==> config.mk <==
export PLATFORM = sky130hd
export DESIGN_NAME = multicycle_control_unit
export DESIGN_NICKNAME = d
export VERILOG_FILES = /design/src/rtl/multicycle_control_unit.sv
export SDC_FILE = /design/constraint.sdc
export NUM_CORES = 1
export LEC_CHECK = 0
export CAP_MARGIN = 40
export CORE_MARGIN = 5
export CORE_UTILIZATION = 42
export DETAILED_ROUTE_END_ITERATION = 12
export PLACE_DENSITY = 0.77
export SLEW_MARGIN = 20
export SYNTH_ARGS = -nofsm -noshare
export SYNTH_HDL_FRONTEND = slang
export SYNTH_SLANG_ARGS = --single-unit
==> constraint.sdc <==
create_clock -name CLK -period 1.97 [get_ports CLK]
set_input_delay 0.2955 -clock CLK [delete_from_list [all_inputs] [get_ports CLK]]
set_output_delay 0.2955 -clock CLK [all_outputs]
set_load 0.01 [all_outputs]
==> src/rtl/multicycle_control_unit.sv <==
// multicycle_control_unit
//   Multicycle MIPS control FSM: IDLE -> FETCH -> DECODE -> EXEC -> MEM -> WB,
//   plus an absorbing HALTED state. Owns the instruction register, waits on
//   ihit/dhit, runs a memory-wait watchdog and counts retired instructions.
//
// Parameters
//   MAX_WAIT  max consecutive no-hit cycles in FETCH/MEM before timeout (0 = off)
//   CNT_W     width of the retired-instruction counter
//
// Ports
//   CLK, nRST            clock (rising edge), synchronous active-low reset
//   instr, ihit          instruction word and instruction memory hit
//   dhit, zero           data memory hit, ALU zero flag (rs - rt)
//   iREN, dREN, dWEN     memory requests
//   ir_q                 latched instruction register
//   pc_en, pc_src        PC load strobe / source (0 +4, 1 branch, 2 jump, 3 rs)
//   reg_wen, reg_dst     register write strobe / destination (0 rt, 1 rd, 2 $31)
//   alu_src, alu_op      ALU B select (1 = immediate), ALU operation
//   ext_op               1 = sign extend immediate
//   mem_to_reg, lui      write-back source selects
//   halt, mem_timeout    halted, sticky watchdog flag
//   instret, state_o     retired-instruction count, current state code
//
// Optional feature (macro ILLEGAL_TRAP_EN): an unrecognised instruction halts
// the core and sets the sticky illegal_instr output instead of running as a NOP.

package cpu_types_pkg;
  typedef enum logic [3:0] {
    ALU_SLL  = 4'd0, ALU_SRL = 4'd1, ALU_ADD = 4'd2, ALU_SUB = 4'd3,
    ALU_AND  = 4'd4, ALU_OR  = 4'd5, ALU_XOR = 4'd6, ALU_NOR = 4'd7,
    ALU_SLT  = 4'd8, ALU_SLTU = 4'd9
  } aluop_t;
endpackage

module multicycle_control_unit
  import cpu_types_pkg::*;
#(
  parameter int MAX_WAIT = 255,
  parameter int CNT_W    = 32
) (
  input  logic             CLK,
  input  logic             nRST,
  input  logic [31:0]      instr,
  input  logic             ihit,
  input  logic             dhit,
  input  logic             zero,
  output logic             iREN,
  output logic             dREN,
  output logic             dWEN,
  output logic [31:0]      ir_q,
  output logic             pc_en,
  output logic [1:0]       pc_src,
  output logic             reg_wen,
  output logic [1:0]       reg_dst,
  output logic             alu_src,
  output logic [3:0]       alu_op,
  output logic             ext_op,
  output logic             mem_to_reg,
  output logic             lui,
  output logic             halt,
  output logic             mem_timeout,
  output logic [CNT_W-1:0] instret,
`ifdef ILLEGAL_TRAP_EN
  output logic             illegal_instr,
`endif
  output logic [2:0]       state_o
);

  typedef enum logic [2:0] {
    S_IDLE = 3'd0, S_FETCH = 3'd1, S_DECODE = 3'd2, S_EXEC = 3'd3,
    S_MEM  = 3'd4, S_WB    = 3'd5, S_HALTED = 3'd6
  } state_t;

  localparam logic [5:0] OP_RTYPE = 6'h00, OP_J    = 6'h02, OP_JAL   = 6'h03,
                         OP_BEQ   = 6'h04, OP_BNE  = 6'h05, OP_ADDI  = 6'h08,
                         OP_ADDIU = 6'h09, OP_SLTI = 6'h0a, OP_SLTIU = 6'h0b,
                         OP_ANDI  = 6'h0c, OP_ORI  = 6'h0d, OP_XORI  = 6'h0e,
                         OP_LUI   = 6'h0f, OP_LW   = 6'h23, OP_SW    = 6'h2b,
                         OP_HALT  = 6'h3f;
  localparam logic [5:0] F_SLLV = 6'h04, F_SRLV = 6'h06, F_JR   = 6'h08,
                         F_ADD  = 6'h20, F_ADDU = 6'h21, F_SUB  = 6'h22,
                         F_SUBU = 6'h23, F_AND  = 6'h24, F_OR   = 6'h25,
                         F_XOR  = 6'h26, F_NOR  = 6'h27, F_SLT  = 6'h2a,
                         F_SLTU = 6'h2b;

  // Wait counter only needs to reach MAX_WAIT; keep at least one bit.
  localparam int           WW   = (MAX_WAIT < 1) ? 1 : $clog2(MAX_WAIT + 1);
  localparam logic [WW-1:0] WMAX = WW'(MAX_WAIT);

  state_t             state_q, state_d;
  logic [31:0]        ir_d;
  logic [WW-1:0]      wcnt_q, wcnt_d;
  logic               tmo_q, tmo_d;
  logic [CNT_W-1:0]   cnt_q;
  logic               retire;
`ifdef ILLEGAL_TRAP_EN
  logic               ill_q, ill_d;
`endif

  // ---------------- instruction decode (from ir_q) ----------------
  logic [5:0] op, fn;
  logic       d_valid, d_j, d_jal, d_jr, d_beq, d_bne, d_lw, d_sw, d_lui, d_halt;
  aluop_t     d_aop;
  logic       d_ext, d_asrc;
  logic [1:0] d_rdst;

  assign op = ir_q[31:26];
  assign fn = ir_q[5:0];

  always_comb begin
    d_valid = 1'b1; d_j = 1'b0; d_jal = 1'b0; d_jr = 1'b0; d_beq = 1'b0;
    d_bne = 1'b0; d_lw = 1'b0; d_sw = 1'b0; d_lui = 1'b0; d_halt = 1'b0;
    d_aop = ALU_SLL; d_ext = 1'b0; d_asrc = 1'b0; d_rdst = 2'd0;
    case (op)
      OP_RTYPE: begin
        d_rdst = 2'd1;
        case (fn)
          F_SLLV:         d_aop = ALU_SLL;
          F_SRLV:         d_aop = ALU_SRL;
          F_JR:           begin d_jr = 1'b1; d_rdst = 2'd0; end
          F_ADD, F_ADDU:  d_aop = ALU_ADD;
          F_SUB, F_SUBU:  d_aop = ALU_SUB;
          F_AND:          d_aop = ALU_AND;
          F_OR:           d_aop = ALU_OR;
          F_XOR:          d_aop = ALU_XOR;
          F_NOR:          d_aop = ALU_NOR;
          F_SLT:          d_aop = ALU_SLT;
          F_SLTU:         d_aop = ALU_SLTU;
          default:        begin d_valid = 1'b0; d_rdst = 2'd0; end
        endcase
      end
      OP_J:              d_j = 1'b1;
      OP_JAL:            begin d_jal = 1'b1; d_rdst = 2'd2; end
      OP_BEQ:            begin d_beq = 1'b1; d_aop = ALU_SUB; d_ext = 1'b1; end
      OP_BNE:            begin d_bne = 1'b1; d_aop = ALU_SUB; d_ext = 1'b1; end
      OP_ADDI, OP_ADDIU: begin d_aop = ALU_ADD;  d_ext = 1'b1; d_asrc = 1'b1; end
      OP_SLTI:           begin d_aop = ALU_SLT;  d_ext = 1'b1; d_asrc = 1'b1; end
      OP_SLTIU:          begin d_aop = ALU_SLTU; d_ext = 1'b1; d_asrc = 1'b1; end
      OP_ANDI:           begin d_aop = ALU_AND; d_asrc = 1'b1; end
      OP_ORI:            begin d_aop = ALU_OR;  d_asrc = 1'b1; end
      OP_XORI:           begin d_aop = ALU_XOR; d_asrc = 1'b1; end
      OP_LUI:            d_lui = 1'b1;
      OP_LW:             begin d_lw = 1'b1; d_aop = ALU_ADD; d_ext = 1'b1; d_asrc = 1'b1; end
      OP_SW:             begin d_sw = 1'b1; d_aop = ALU_ADD; d_ext = 1'b1; d_asrc = 1'b1; end
      OP_HALT:           d_halt = 1'b1;
      default:           d_valid = 1'b0;
    endcase
  end

  // ---------------- state register ----------------
  always_ff @(posedge CLK) begin
    if (!nRST) begin
      state_q <= S_IDLE;
      ir_q    <= '0;
      wcnt_q  <= '0;
      tmo_q   <= 1'b0;
      cnt_q   <= '0;
`ifdef ILLEGAL_TRAP_EN
      ill_q   <= 1'b0;
`endif
    end else begin
      state_q <= state_d;
      ir_q    <= ir_d;
      wcnt_q  <= wcnt_d;
      tmo_q   <= tmo_d;
      if (retire) cnt_q <= cnt_q + CNT_W'(1);
`ifdef ILLEGAL_TRAP_EN
      ill_q   <= ill_d;
`endif
    end
  end

  // ---------------- next state / outputs ----------------
  always_comb begin
    state_d = state_q; ir_d = ir_q; wcnt_d = '0; tmo_d = tmo_q; retire = 1'b0;
`ifdef ILLEGAL_TRAP_EN
    ill_d = ill_q;
`endif
    iREN = 1'b0; dREN = 1'b0; dWEN = 1'b0; pc_en = 1'b0; pc_src = 2'd0;
    reg_wen = 1'b0; reg_dst = 2'd0; alu_src = 1'b0; alu_op = ALU_SLL;
    ext_op = 1'b0; mem_to_reg = 1'b0; lui = 1'b0; halt = 1'b0;

    // Decode controls stay stable for the whole life of the instruction.
    if (state_q inside {S_DECODE, S_EXEC, S_MEM, S_WB}) begin
      ext_op = d_ext; alu_src = d_asrc; alu_op = d_aop; reg_dst = d_rdst;
      mem_to_reg = d_lw; lui = d_lui;
    end

    case (state_q)
      S_IDLE: state_d = S_FETCH;
      S_FETCH: begin
        iREN = 1'b1;
        if (ihit) begin
          ir_d = instr; pc_en = 1'b1; state_d = S_DECODE;
        end else if (MAX_WAIT != 0 && wcnt_q == WMAX) begin
          tmo_d = 1'b1; state_d = S_HALTED;
        end else begin
          wcnt_d = wcnt_q + WW'(1);
        end
      end
      S_DECODE: begin
        if (d_halt) begin
          state_d = S_HALTED; retire = 1'b1;
        end else if (!d_valid) begin
`ifdef ILLEGAL_TRAP_EN
          state_d = S_HALTED; ill_d = 1'b1;
`else
          state_d = S_FETCH; retire = 1'b1;
`endif
        end else if (d_j || d_jal || d_jr) begin
          pc_en = 1'b1; pc_src = d_jr ? 2'd3 : 2'd2; reg_wen = d_jal;
          state_d = S_FETCH; retire = 1'b1;
        end else begin
          state_d = S_EXEC;
        end
      end
      S_EXEC: begin
        if (d_beq || d_bne) begin
          if ((d_beq && zero) || (d_bne && !zero)) begin
            pc_en = 1'b1; pc_src = 2'd1;
          end
          state_d = S_FETCH; retire = 1'b1;
        end else if (d_lw || d_sw) begin
          state_d = S_MEM;
        end else begin
          state_d = S_WB;
        end
      end
      S_MEM: begin
        dREN = d_lw; dWEN = d_sw;
        if (dhit) begin
          state_d = d_lw ? S_WB : S_FETCH;
          retire  = d_sw;
        end else if (MAX_WAIT != 0 && wcnt_q == WMAX) begin
          tmo_d = 1'b1; state_d = S_HALTED;
        end else begin
          wcnt_d = wcnt_q + WW'(1);
        end
      end
      S_WB: begin
        reg_wen = 1'b1; state_d = S_FETCH; retire = 1'b1;
      end
      S_HALTED: halt = 1'b1;
      default:  state_d = S_IDLE;
    endcase
  end

  assign mem_timeout = tmo_q;
  assign instret     = cnt_q;
  assign state_o     = state_q;
`ifdef ILLEGAL_TRAP_EN
  assign illegal_instr = ill_q;
`endif

endmodule

# Word level (Yosys, flattened, before mapping)
# Index checks and enable logic that the tools add are counted.
# totals
ff_bits	76
input_bits	37
output_inout_bits	86
wordCells	137
# classes
addsub	2
n_eq_ne	37
muxes	69
n_reduce_logical	24
# op_table
cell	n
$eq 6x6->1 const B	13
$eq 6x4->1 const B	9
$mux 1	42
$pmux 4 s9	1
$add 32x1->32 const B	1
$pmux 4 s8	1
$eq 6x3->1 const B	4
$mux 8	3
$mux 3	6
$pmux 3 s6	1
$pmux 8 s2	1
$reduce_or 15->1	1
$reduce_or 13->1	1
$eq 6x2->1 const B	2
$mux 2	6
$reduce_or 12->1	1
$eq 3x3->1 const B	3
$reduce_or 9->1	1
$add 8x1->8 const B	1
$eq 8x8->1 const B	1
$pmux 2 s2	2
$reduce_or 2->1	4
$reduce_or 8->1	1
$eq 3x2->1 const B	2
other kinds (16)	24

# Longest topological paths before layout
# Gate-level depths: netlist of run 1.
# depth
word_depth	8
ltp_mapped	11
ltp_nobuf	8

# Worst setup path before layout of run 1
# No wires, ideal clock.
# synth_timing
path_kind	flip-flop to flip-flop
startpoint	register ir_q[31]
endpoint	register cnt_q[18], in the netlist instret[18]
arrival_ns	2.161
required_ns	1.899
path_slack_ns	-0.262
stages_incl_launch_ff	11
period_less_slack_ns	2.232
cell_sequence	dfxtp_1 -> buf_4 -> or2_1 -> buf_6 -> o41ai_4 -> a22oi_2 -> nand2_4 -> o211ai_2 -> buf_6 -> or4_1 -> a21oi_1
# synth_via
elab_chain_len	8
# synth_rtl
element	line	source
start: declaration	50	output logic [31:0] ir_q,
start signal: assignment	163	ir_q <= ir_d;
branches (longest 7 deep; another with $reduce_or 15->1)	--	
$pmux 1 s4 (*)	189	case (state_q)
end signal: assignment	166	if (retire) cnt_q <= cnt_q + CNT_W'(1);
end: declaration	94	logic [CNT_W-1:0] cnt_q;
# Every way passes the cells marked *.
# A chain may end at the register's enable or synchronous reset.

# Worst setup path in the final report of run 1
# layout_timing
startpoint	register ir_q[4]
endpoint	output port pc_en
# layout_via
elab_chain_len	8
# layout_rtl
element	line	source
branches (longest 5 deep; another with $reduce_or 13->1)	--	
$mux 1 (*)	204	end else if (!d_valid) begin
$mux 1 (*)	202	if (d_halt) begin
$pmux 1 s3 (*)	189	
end: declaration	51	output logic pc_en,
# Marked as above.

==> run metrics, run 1 <==
pin count of the biggest net entering global routing 61; ys async rst share 0%; Power Density 532 nW/um^2; cell count after synthesis 500; number of setup violations in the final report 41; maxcap violations 0; WL met1 5410 um; Reg clk slew, reported paths 0.09 ns; area grow syn2layout 68.3%; period utilisation layout 108%; TritonCTS buffer count 9; Crit. path cell count 7; CP delay by family, top simple AND/OR/NAND/NOR gates; static leakage 2.39 nW; per-cell routed wire length 16.7 um; Post-Synthesis Net Count 541; outcome finished with violations; FMAX 471 MHz; routability cong. 0.899; starting density of the core 42.3%; r2r worst-path depth 9; type of origin of the critical path flop; Seq/Total Area, Yosys 39.5%; RSZ-0062 raised after global routing yes; CTS tree yes; clk_lat worst skew 0.34 ns; clock skew 0.0105 ns; Yosys reg bits 76; H-tree depth 3; total power 3.45 mW; hold-fix buffers at CTS 0; Core Box Area 9110 um^2; Worst-Margin Slew 0.340 ns; Hold/Removal Path Class flop to flop; Final WS setup -0.153 ns; number of synthesized flops with an enable pin 0; CP Data Required Time 1.67 ns; via count 4490; CTS root buf clkbuf_8; Worst path slowest cell or3_4; Reg-to-Reg Start ir_q[27]; port bufs 122; total I/O pin count 123; # diodes 0; setup TNS -3.05 ns; Avg Inst Size Synth 7.70 um^2; synth warn 0; worst path cell trace or3_4, nor3_4, nand4_1, a21oi_2, o21ai_1, nand2_1, buf_2; Final nets 732; # DRC 0; clk buf depth 2; max layer used met4; WL met2 6830 um; Main synth FF type dfxtp_1; failing checks setup timing; # rows 35; Final min period 2.12 ns; Hold Vio Cnt, Final 0; router iterations before antenna repair 4; Place WS -0.273 ns; WL met3 835 um; slew margin rel. 77.1%; initial antenna violation count 0; grt ovf 0; number of global-route vias before repair 4280; crit end category output pin; layout cells sized above 1 30.5%; Die Footprint 11200 um^2; aggregate routed wire length 13500 um; CP max stage delay 0.39 ns; die outline height 106 um; Max IR drop VDD 0.000395 V; pins over their slew limit 0; vias per inst 5.56; critical path arrival 1.83 ns; Max FO, Critical Path 2; 1st-iter DRT viols 167; Bufs and invs on worst path 1; gr usage total 21.9%; first-pass GRT wire length 20300 um; crit path kind flop to output pin; Filler cells 682; post-route ant nets 0; Synth cell types 50; Min-Delay Startpoint ir_q[7]; CTS Sinks 76; synthesized cell area 3850 um^2; Die Width 106 um; Final HPWL DP 9140 um; CP startpoint ir_q[4]; Worst Hold Depth 2
==> path summary, 6_finish.rpt <==
kind	to	slack, ns
setup / recovery	pc_en	-0.15
hold / removal	ir_q[7]	0.45
setup reg to reg	instret[14]	-0.14
hold reg to reg	ir_q[7]	0.45
==> where the power goes <==
| group | leakage (nW) | internal [mW] | total, mW | switching [mW] |
|---|---|---|---|---|
| Clock | 0.0992 | 0.582 | 1.19 | 0.606 |
| Sequential | 0.621 | 1.57 | 1.60 | 0.0242 |
| Combinational | 1.67 | 0.338 | 0.662 | 0.324 |
| Total | 2.39 | 2.49 | 3.45 | 0.954 |
==> metrics by stage <==
stage	cells	util (%)	area, um^2	hold slack, ns
6_report	807	71.2	6480	0.454
5_1_grt	807	71.2	6480	0.478
4_1_cts	800	67.4	6140	0.457
3_5_place_dp	776	62.6	5700	0.445
3_3_place_gp	776	62.6	5700	0.441
2_1_floorplan	500	-	3950	0.424
==> layout make-up <==
type / instances / area (um^2) / area share, %
inverters: 13 / 48.8 / 0.753
repair buffers: 214 / 2020 / 31.1
flip-flops and latches: 76 / 1540 / 23.7
clock inverters: 7 / 66.3 / 1.02
well taps: 111 / 139 / 2.14
clock buffers: 9 / 124 / 1.91
multi-input cells: 377 / 2550 / 39.3
==> sequential cells by signal, indices dropped and copies added, names as in the netlist <==
signal       count
state_o          3
ir_q            32
mem_timeout      1
instret         32
wcnt_q           8
==> Yosys cell counts (6+ instances only) <==
| cell type | number | area share [%] |
|---|---|---|
| and3_1 | 7 | 1.1 |
| dfxtp_1 | 76 | 40 |
| nand3_1 | 17 | 2.2 |
| and2_1 | 6 | 0.97 |
| nand2b_1 | 7 | 1.1 |
| nor2_1 | 47 | 4.6 |
| and4_1 | 6 | 1.4 |
| or3_1 | 14 | 2.3 |
| a21oi_1 | 58 | 7.5 |
| nand4_1 | 6 | 0.97 |
| xor2_1 | 19 | 4.3 |
| clkbuf_1 | 24 | 2.3 |
| nand2_1 | 87 | 8.5 |
| o2111ai_1 | 9 | 2.0 |
| nor3_1 | 6 | 0.78 |
| inv_1 | 13 | 1.3 |
| xnor2_1 | 6 | 1.4 |
| o21ai_0 | 26 | 3.4 |
| o211ai_1 | 7 | 1.4 |
==> placed cells by master (no fill, tap or decap), drive strengths merged, types with 14 or more instances in the layout <==
cell           netlist  layout
a21oi               58      58
buf                 10     108
clkdlybuf4s50        0     104
dfxtp               76      76
inv                 13      14
nand2               88      88
nand3               17      17
nor2                47      47
o21ai               28      28
or3                 14      14
xor2                19      19
==> routing by layer <==
layer | vias to the layer above | GRT usage, %
met3 | 34 | 5.21
met1 | 2155 | 25.6
met4 | 0 | 9.99
met5 | - | 0
met2 | 174 | 37.8
li1 | 2127 | -
==> cells by family (layout without fill, tap and decap cells) <==
group,count (synthesis),after routing,share of synthesized area (%)
and+or+nand+nor,224,224,28.1
AOI/OAI and AO/OA,124,124,19.9
DFF,76,76,39.5
buffers and inverters,47,243,5.52
xor gates and xnor gates,25,25,5.69
adders and majority gates,4,4,1.30
==> worst reg2reg max path: cells and delay by family (launching register included) <==
family          cells  cell delay (ns)
compound gates      3             0.48
simple gates        3             0.76
flops               1             0.37
buf+inv             3             0.44
==> what timing repair did <==
| item | 4_1_cts | 5_1_grt |
|---|---|---|
| resized for setup | 134 | 76 |
| buffers inserted | 6 | 9 |
| endpoints found under the setup margin | 50 | 47 |
| cloned | 2 | 0 |
| pin swaps | 34 | 60 |
Note: power is estimated with default switching activity, not from simulation.
==> run 2, diff against run 1 <==
--- a/config.mk
+++ b/config.mk
@@ -8,6 +8,7 @@
 export CAP_MARGIN = 40
 export CORE_MARGIN = 5
 export CORE_UTILIZATION = 42
+export CTS_BUF_LIST = sky130_fd_sc_hd__clkbuf_16
 export DETAILED_ROUTE_END_ITERATION = 12
 export PLACE_DENSITY = 0.77
 export SLEW_MARGIN = 20
==> run 2 against run 1 <==
Compared with the run above:
- the flow still finishes with violations (setup timing)
- sequential power about the same
- cell area about the same
- final cell count decreased by 0.12%
- count of clock-buffer cells in the layout unchanged
- maximum frequency rose by 0.60%
- clock skew shrank 0.0038 ns
- wire length up 1.7%
- critical path type unchanged
- critical endpoint unchanged
==> run metrics, run 2 (synthesized netlist as in run 1, its figures left out) <==
area grow syn2layout 68.2% (about the same); failing checks setup timing; worst path cell trace or3_4, nor3_4, nand4_1, a21oi_2, o21ai_1, nand2_1, buf_2; Max FO, Critical Path 2 (unchanged); aggregate routed wire length 13700 um (+1.7%); Final min period 2.11 ns (-0.0126 ns); Final Util 71.1% (about the same); H-tree depth 3 (unchanged); layout cells sized above 1 28.5% (-2.0 points); RSZ-0062 raised after global routing yes; Die Footprint 11200 um^2 (unchanged); Final nets 731 (-0.14%); clk_lat worst skew 0.33 ns (about the same); initial antenna violation count 0 (unchanged); first-pass GRT wire length 21000 um (+3.3%); Final WS setup -0.140 ns (+0.0126 ns); CTS Sinks 76 (unchanged); maxcap violations 0 (unchanged); clock skew 0.00673 ns (-0.00380 ns); # diodes 0 (unchanged); Bufs and invs on worst path 1 (unchanged); Max IR drop VDD 0.000398 V (+0.66%); total power 3.89 mW (+13%); 1st-iter DRT viols 165 (-1.2%); period utilisation layout 107% (-0.64 points); static leakage 2.45 nW (+2.2%); crit path kind flop to output pin; clk buf depth 2 (unchanged); outcome finished with violations; die outline height 106 um (unchanged); Die Width 106 um (unchanged); grt ovf 0 (unchanged); Hold Vio Cnt, Final 0 (unchanged); Worst-Margin Slew 0.355 ns (+0.0151 ns); number of setup violations in the final report 40 (-2.4%); slew margin rel. 76.1% (-1.1 points); port bufs 122 (unchanged); vias per inst 5.57 (+0.10%); critical path arrival 1.81 ns (-0.02 ns); via count 4489 (-0.022%); Core Box Area 9110 um^2 (unchanged); hold-fix buffers at CTS 0 (unchanged); number of global-route vias before repair 4419 (+3.2%); Hold/Removal Path Class flop to flop; type of origin of the critical path flop; starting density of the core 42.3% (unchanged); Filler cells 688 (+0.88%); commonest non-fill, non-tap cell in the layout clkdlybuf4s50_1; per-cell routed wire length 17.0 um (+1.9%); router iterations before antenna repair 4 (unchanged); crit end category output pin; gr usage total 22.7% (+0.80 points); routability cong. 0.899 (unchanged); TritonCTS buffer count 9 (unchanged); CP Data Required Time 1.67 ns (about the same); Worst path slowest cell or3_4; CTS tree yes; CTS root buf clkbuf_16; total I/O pin count 123 (unchanged); Reg clk slew, reported paths 0.06 ns (-0.03 ns); Final HPWL DP 9140 um (unchanged); CP delay by family, top simple AND/OR/NAND/NOR gates; Power Density 600 nW/um^2 (+13%); # DRC 0 (unchanged); setup TNS -2.67 ns (+0.381 ns); commonest non-fill, non-tap cells in the layout clkdlybuf4s50_1 (104), nand2_1 (86), dfxtp_1 (68); # rows 35 (unchanged); post-route ant nets 0 (unchanged); pin count of the biggest net entering global routing 61 (unchanged); pins over their slew limit 0 (unchanged); FMAX 474 MHz (+0.60%); CP max stage delay 0.39 ns (about the same)
## run 2: cell count changes in the layout (fill, tap and decap cells not counted), sizes merged
cell,previous run,this run
clkbuf,9,10
buf,108,106
## run 2: tightest hold or removal path: stages, from the launching register on
cell	delay, ns
dfxtp_1	0.31
nand2_1	0.05
a21oi_1	0.05
## run 2: repair_timing
action | 4_1_cts | 5_1_grt
endpoints found under the setup margin | 50 | 49
buffers inserted | 8 | 6
resized for setup | 136 | 49
gates cloned | 0 | 2
pin swaps | 29 | 49
## run 2: cell type report
| cell class | count | area, um^2 | area share (%) |
|---|---|---|---|
| Clock buffer | 9 | 225 | 3.48 |
| Inverter | 13 | 48.8 | 0.753 |
| Sequential cell | 76 | 1530 | 23.7 |
| Tap cell | 111 | 139 | 2.14 |
| Clock inverter | 7 | 66.3 | 1.02 |
| Multi-Input combinational cell | 377 | 2480 | 38.3 |
| Timing Repair Buffer | 213 | 1980 | 30.6 |
## run 2: final timing paths
check | start | end | slack, ns | depth (start not counted)
max reg2reg | ir_q[27] | instret[20] | -0.13 | 10
min reg2reg | ir_q[7] | ir_q[7] | 0.45 | 2
min | ir_q[7] | ir_q[7] | 0.45 | 2
max | ir_q[4] | pc_en | -0.14 | 7
## run 2: routing by layer
metal	track usage [%]	vias up	wire [um]
li1	-	2136	-
met1	25.6	2148	5330
met2	40.4	167	7030
met3	5.33	38	900
met4	10.4	0	421
met5	0	-	0
## run 2: stage by stage
stage,hold slack [ns],cell area (um^2),instances,setup slack (ns)
after detailed placement,0.445,5700,776,-0.273
after CTS,0.454,6240,800,-0.109
after floorplan,0.424,3950,500,-0.150
after global routing,0.475,6480,806,-0.205
after global placement,0.441,5700,776,-0.213
final,0.453,6480,806,-0.140
## run 2: power by group
part	switching [mW]	leakage, nW	total (mW)	internal, mW
sequential	0.0235	0.619	1.60	1.57
combinational	0.323	1.68	0.656	0.333
clock	0.660	0.145	1.64	0.976
==> run 3, diff against run 2 <==
--- a/config.mk
+++ b/config.mk
@@ -6,9 +6,9 @@
 export NUM_CORES = 1
 export LEC_CHECK = 0
 export CAP_MARGIN = 40
-export CORE_MARGIN = 5
 export CORE_UTILIZATION = 42
 export CTS_BUF_LIST = sky130_fd_sc_hd__clkbuf_16
+export CTS_CLUSTER_SIZE = 14
 export DETAILED_ROUTE_END_ITERATION = 12
 export PLACE_DENSITY = 0.77
 export SLEW_MARGIN = 20
==> run 3 against run 2 <==
Compared with the run above:
- the run ends with DRC, setup timing left
- largest power group is now registers
- critical path type is now flop to flop
- sequential share of layout area hardly changed
- sequential cell count is the same
- wire length shrank 1.4%
- global-route usage increased by 3.7 points
- combinational power grew 3.7%
==> run metrics, run 3 (synthesized netlist as in run 1, its figures left out) <==
Reg-to-Reg End instret[8]; # DRC 4 (+4); commonest non-fill, non-tap cell in the layout clkdlybuf4s50_1; Final HPWL DP 8640 um (-5.5%); Multi-input gate area 2490 um^2 (+0.35%); CP startpoint ir_q[30]; Reg-to-Reg Start ir_q[30]; CP max stage delay 0.32 ns (-0.07 ns); RSZ-0062 raised after global routing yes; post-route ant nets 0 (unchanged); total power 3.83 mW (-1.5%); number of setup violations in the final report 40 (unchanged); r2r worst-path depth 9 (-1); vias per inst 5.57 (about the same); placed cell count 769 (-0.90%); met3 Use GR 6.87% (+1.5 points); initial antenna violation count 0 (unchanged); period utilisation layout 108% (+0.86 points); 1st-iter DRT viols 271 (+64%); CP Data Required Time 2.24 ns (+0.57 ns); TritonCTS buffer count 9 (unchanged); Final min period 2.13 ns (+0.0170 ns); H-tree depth 3 (unchanged); Max IR drop VDD 0.000519 V (+31%); # rows 34 (-2.9%); r2r setup slk -0.16 ns (-0.03 ns); pins over their slew limit 0 (unchanged); pin count of the biggest net entering global routing 48 (-21%); CTS tree yes; total I/O pin count 123 (unchanged); commonest non-fill, non-tap cells in the layout clkdlybuf4s50_1 (104), nand2_1 (87), buf_4 (71); Power Density 591 nW/um^2 (-1.5%); Bufs and invs on worst path 2 (+1); static leakage 2.39 nW (-2.2%); Worst-Margin Slew 0.389 ns (+0.0334 ns); CP delay by family, top simple AND/OR/NAND/NOR gates; crit end category flop; Crit. path cell count 9 (+2); Reg clk slew, reported paths 0.06 ns (about the same); clk_lat worst skew 0.34 ns (about the same); maxcap violations 0 (unchanged); Hold/Removal Path Class flop to flop; gr usage total 26.4% (+3.7 points); Die Width 97.8 um (-7.6%); FF/Latch Area 1540 um^2 (about the same); area grow syn2layout 68.3% (about the same); non-filler cells, final 805 (-0.12%); failing checks DRC, setup timing; sw frac 27.4% (+1.5 points); starting density of the core 43.7% (+1.5 points); worst setup path end instret[8]; Hold Slack 0.453 ns (-0.0000560 ns); Min-Delay Startpoint ir_q[10]; # diodes 0 (unchanged); Core Box Area 8810 um^2 (-3.3%); Die Footprint 9560 um^2 (-15%); outcome finished with violations; routability cong. 0.870 (-3.2%); GR met1 Demand/Resource 30.1% (+4.5 points); clock skew 0.00989 ns (+0.00316 ns); port bufs 122 (unchanged); FMAX 470 MHz (-0.80%); layout cells sized above 1 29.3% (+0.78 points); Hold Vio Cnt, Final 0 (unchanged); via count 4484 (-0.11%); slew margin rel. 73.9% (-2.1 points); Worst path slowest cell dfxtp_2; clk buf depth 2 (unchanged); Reg power frac 41.7% (+0.6 points); critical path arrival 2.40 ns (+0.59 ns); CTS root buf clkbuf_16; Top Usage Layer GRT met2; switching pwr 1.05 mW (+4.4%); Final WS setup -0.157 ns (-0.0170 ns); per-cell routed wire length 16.8 um (-1.3%); number of global-route vias before repair 4349 (-1.6%); die outline height 97.8 um (-7.6%); Comb pwr share 17.7% (+0.8 points); CTS Sinks 76 (unchanged); Internal Power 2.78 mW (-3.5%); aggregate routed wire length 13500 um (-1.4%); grt ovf 0 (unchanged); crit path kind flop to flop; router iterations before antenna repair 9 (+5); first-pass GRT wire length 20500 um (-2.4%); met2 usage 46.2% (+5.8 points); worst path cell trace or2_4, buf_6, o41ai_4, a22oi_2, nand2_4, o211ai_4, buf_2, or3_1, a21oi_1; clock power share 40.6% (-1.5 points); Final nets 733 (+0.27%); Filler cells 607 (-12%); type of origin of the critical path flop; Max FO, Critical Path 7 (+5)
## run 3: layer usage
metal	vias up	part of all wire [%]	routed length, um
li1	2136	-	-
met1	2102	40	5360
met2	192	50	6750
met3	54	6.4	862
met4	0	3.9	523
met5	-	0	0
## run 3: layout make-up
class / count / area share (%)
sequential: 76 / 23.7
inverter: 13 / 0.792
timing repair buffer: 215 / 30.7
tap: 108 / 2.09
multi-input combinational: 377 / 38.5
clock inverter: 7 / 0.792
clock buffer: 9 / 3.48
## run 3: timing repair
action / CTS / global route
setup buffers: 7 / 13
cloned: 1 / 1
pin swaps: 23 / 30
setup endpoints to repair: 49 / 45
gates resized for setup: 121 / 54
hold buffers: 0 / 0
## run 3: worst min path at each step
| stage | end | depth (start not counted) |
|---|---|---|
| finish | ir_q[10] | 2 |
| global placement | ir_q[24] | 2 |
| detailed placement | ir_q[10] | 2 |
| global route | ir_q[22] | 2 |
| CTS | ir_q[22] | 2 |
| floorplan | ir_q[30] | 2 |
## run 3: power groups by stage
stage / combinational (mW) / clock (mW) / sequential [mW]
4_1_cts: 0.622 / 1.57 / 1.60
2_1_floorplan: 0.236 / 0 / 1.65
5_1_grt: 0.719 / 1.63 / 1.60
6_report: 0.680 / 1.56 / 1.60
3_5_place_dp: 0.553 / 0 / 1.63
3_3_place_gp: 0.542 / 0 / 1.63
## run 3: worst register-to-register path, stage by stage (launching register included)
cell      delay, ns
dfxtp_2        0.32
or2_4          0.29
buf_6          0.14
o41ai_4        0.23
a22oi_2        0.13
nand2_4        0.15
o211ai_4       0.15
buf_2          0.20
or3_1          0.32
a21oi_1        0.14
## run 3: per-stage QoR
| stage | setup slack [ns] | instance area, um^2 | utilization, % | setup TNS [ns] |
|---|---|---|---|---|
| 2_1_floorplan | -0.150 | 3950 | - | -3.24 |
| 3_3_place_gp | -0.195 | 5670 | 64.3 | -5.54 |
| 3_5_place_dp | -0.241 | 5670 | 64.3 | -6.77 |
| 4_1_cts | -0.147 | 6200 | 70.4 | -2.05 |
| 5_1_grt | -0.210 | 6480 | 73.6 | -5.12 |
| 6_report | -0.157 | 6480 | 73.6 | -3.09 |
==> RTL change, RTL diff (config.mk and constraints of run 1) <==
Reset style: asynchronous (`nRST`), changed in one clocked block. Comments in the files are not updated.
--- a/src/rtl/multicycle_control_unit.sv
+++ b/src/rtl/multicycle_control_unit.sv
@@ -148,7 +148,7 @@
   end
 
   // ---------------- state register ----------------
-  always_ff @(posedge CLK) begin
+  always_ff @(posedge CLK or negedge nRST) begin
     if (!nRST) begin
       state_q <= S_IDLE;
       ir_q    <= '0;
Formal check against the unedited RTL: differs if nRST is asserted again (counterexample within 4 cycles, from zero or initial values and one cycle with nRST low); with nRST held inactive, the same outputs for 10 cycles.
==> RTL change against run 1 <==
- the flow still finishes with violations (negative setup slack)
- maximum frequency fell by 16%
- worst setup slack got worse by 0.39 ns
- global-route usage fell by 0.12 points
- critical path type unchanged
- sequential cell count did not move
- design area rose by 5.7%
- area after synthesis rose by 4.3%
- routed wire length fell by 4.8%
- critical path depth fell by 1
Power is not compared: it rests on default switching activity, and its combinational part moved more than twofold at a synthesized area within 25%.
==> RTL change: results <==
metrics = {
    "synth": {
        "yosysTopAreaCellShare_pct": 47.4,
        "ys_seq_area_share_pct": 47.4,
        "syn_nets": 437,
        "async_flop_share_pct": 100,
        "synthTopCellsByCount": "dfrtp_1, xnor2_1, nor2_1, mux2_2, nand3_1",
        "ys_types": 51,
        "synth_top_cells_by_area": "dfrtp_1, mux2_2, xnor2_1, nand4_1, nand3_1",
    },
    "sta": {
        "fin_skew_ns": 0.0126,
        "setup_viol": 51,
        "worst_slew_pin_slew_ns": 0.517,
        "fin_tns_setup_ns": -19.95,
        "layout_setup_ws_ns": -0.545,
    },
    "place": {
        "place_congestion": 0.903,
        "dp_hpwl_um": 8250,
    },
    "global_routing": {
        "use_met3_pct": 6.78,
        "grt_max_degree": 46,
        "gr-usage-met1_pct": 26.1,
        "grt-ovfl-total": 0,
        "globalRouteTotalUtil_pct": 21.8,
        "grtUsageMet2_pct": 37.8,
        "grt_pass1_vias": 4071,
        "grt_pass1_wl_um": 20200,
    },
    "route": {
        "via_count": 4016,
        "dr.first_iter.drc_count": 156,
        "wl_per_cell_um": 17.2,
        "drt_first_pass_iters": 5,
    },
    "status": {
        "violations": "negative setup slack",
        "status": "finished with violations",
    },
    "final_layout": {
        "drive_gt1_share_pct": 37.6,
        "final_nets": 651,
    },
    "critical_path": {
        "crit_arrival_ns": 2.22,
    },
    "power": {
        "ir_drop_uv": 971,
    },
    "worst_hold_path": {
        "holdCritPathClass": "input port to async pin",
    },
    "clock_tree": {
        "cts.path.max_buffers": 2,
    },
}
RTL change: cell types whose count changed after synthesis, sizes merged, moves of 11 or more:
| cell | delta |
|---|---|
| nand2 | -70 |
| xnor2 | +31 |
| nand4 | +14 |
| nor2 | -15 |
| and3 | +12 |
| or3 | -11 |
| a21oi | -47 |
| o21ai | -15 |
| clkbuf | -12 |
| dfrtp | +76 |
| mux2 | +32 |
| dfxtp | -76 |
| xor2 | -16 |
RTL change: final timing paths:
path,start,endpoint,slack (ns),depth (start not counted)
min in group CLK,instret[31],instret[31],0.47,1
min,nRST,ir_q[27],0.44,2
max in group asynchronous,nRST,state_o[1],0.92,3
max reg2reg,ir_q[29],instret[10],-0.53,10
min reg2reg,instret[31],instret[31],0.47,1
max,ir_q[29],pc_src[0],-0.55,6
RTL change: through the flow:
step / power, uW / setup slack (ns) / instances / instance area, um^2
after global placement: 6680 / -0.455 / 684 / 5950
after CTS: 8740 / -0.503 / 722 / 6540
final: 9470 / -0.545 / 744 / 6850
after floorplan: 4640 / -0.179 / 396 / 4220
after detailed placement: 6770 / -0.497 / 684 / 5950
after global routing: 10000 / -0.645 / 744 / 6850
RTL change: logic make-up (layout without fill, tap and decap cells):
group | Yosys count | after routing | share of synthesized area (%)
AO/OA/AOI/OAI | 46 | 46 | 7.70
XOR/XNOR | 40 | 40 | 8.72
adder cells (fa/ha/maj) | 4 | 4 | 1.25
AND/OR/NAND/NOR | 167 | 167 | 22.8
flip-flops | 76 | 76 | 47.4
buffers and inverters | 31 | 250 | 3.24
multiplexers | 32 | 32 | 8.97
RTL change: repair_timing:
action	4_1_cts	5_1_grt
gates cloned	4	0
hold endpoints to repair	31	0
hold buffers	1	0
pin swaps	21	27
resized for setup	114	44
buffers inserted	18	23
endpoints found under the setup margin	52	84
RTL change: worst max-delay path: stages (launching register included):
cell	delay (ns)
dfrtp_1	0.39
buf_6	0.12
or4b_4	0.49
or3_1	0.40
nor3_2	0.20
o21a_1	0.14
buf_2	0.12
RTL change: power breakdown:
group | switching, uW | total, uW | internal (uW)
clock | 603 | 1130 | 529
combinational | 2620 | 6010 | 3380
sequential | 351 | 2330 | 1980
RTL change: area by class of cell:
type / count / area (um^2)
Fill cell: 613 / 2430
Clock inverter: 5 / 35.0
Multi-Input combinational cell: 289 / 2340
Inverter: 6 / 26.3
Tap cell: 129 / 161
Clock buffer: 11 / 151
Timing Repair Buffer: 228 / 2230
Sequential cell: 76 / 1900
RTL change: per-layer routing:
metal	wire length, um	up-vias
met4	245	0
li1	-	1839
met2	6590	164
met3	895	25
met5	0	-
met1	5070	1988
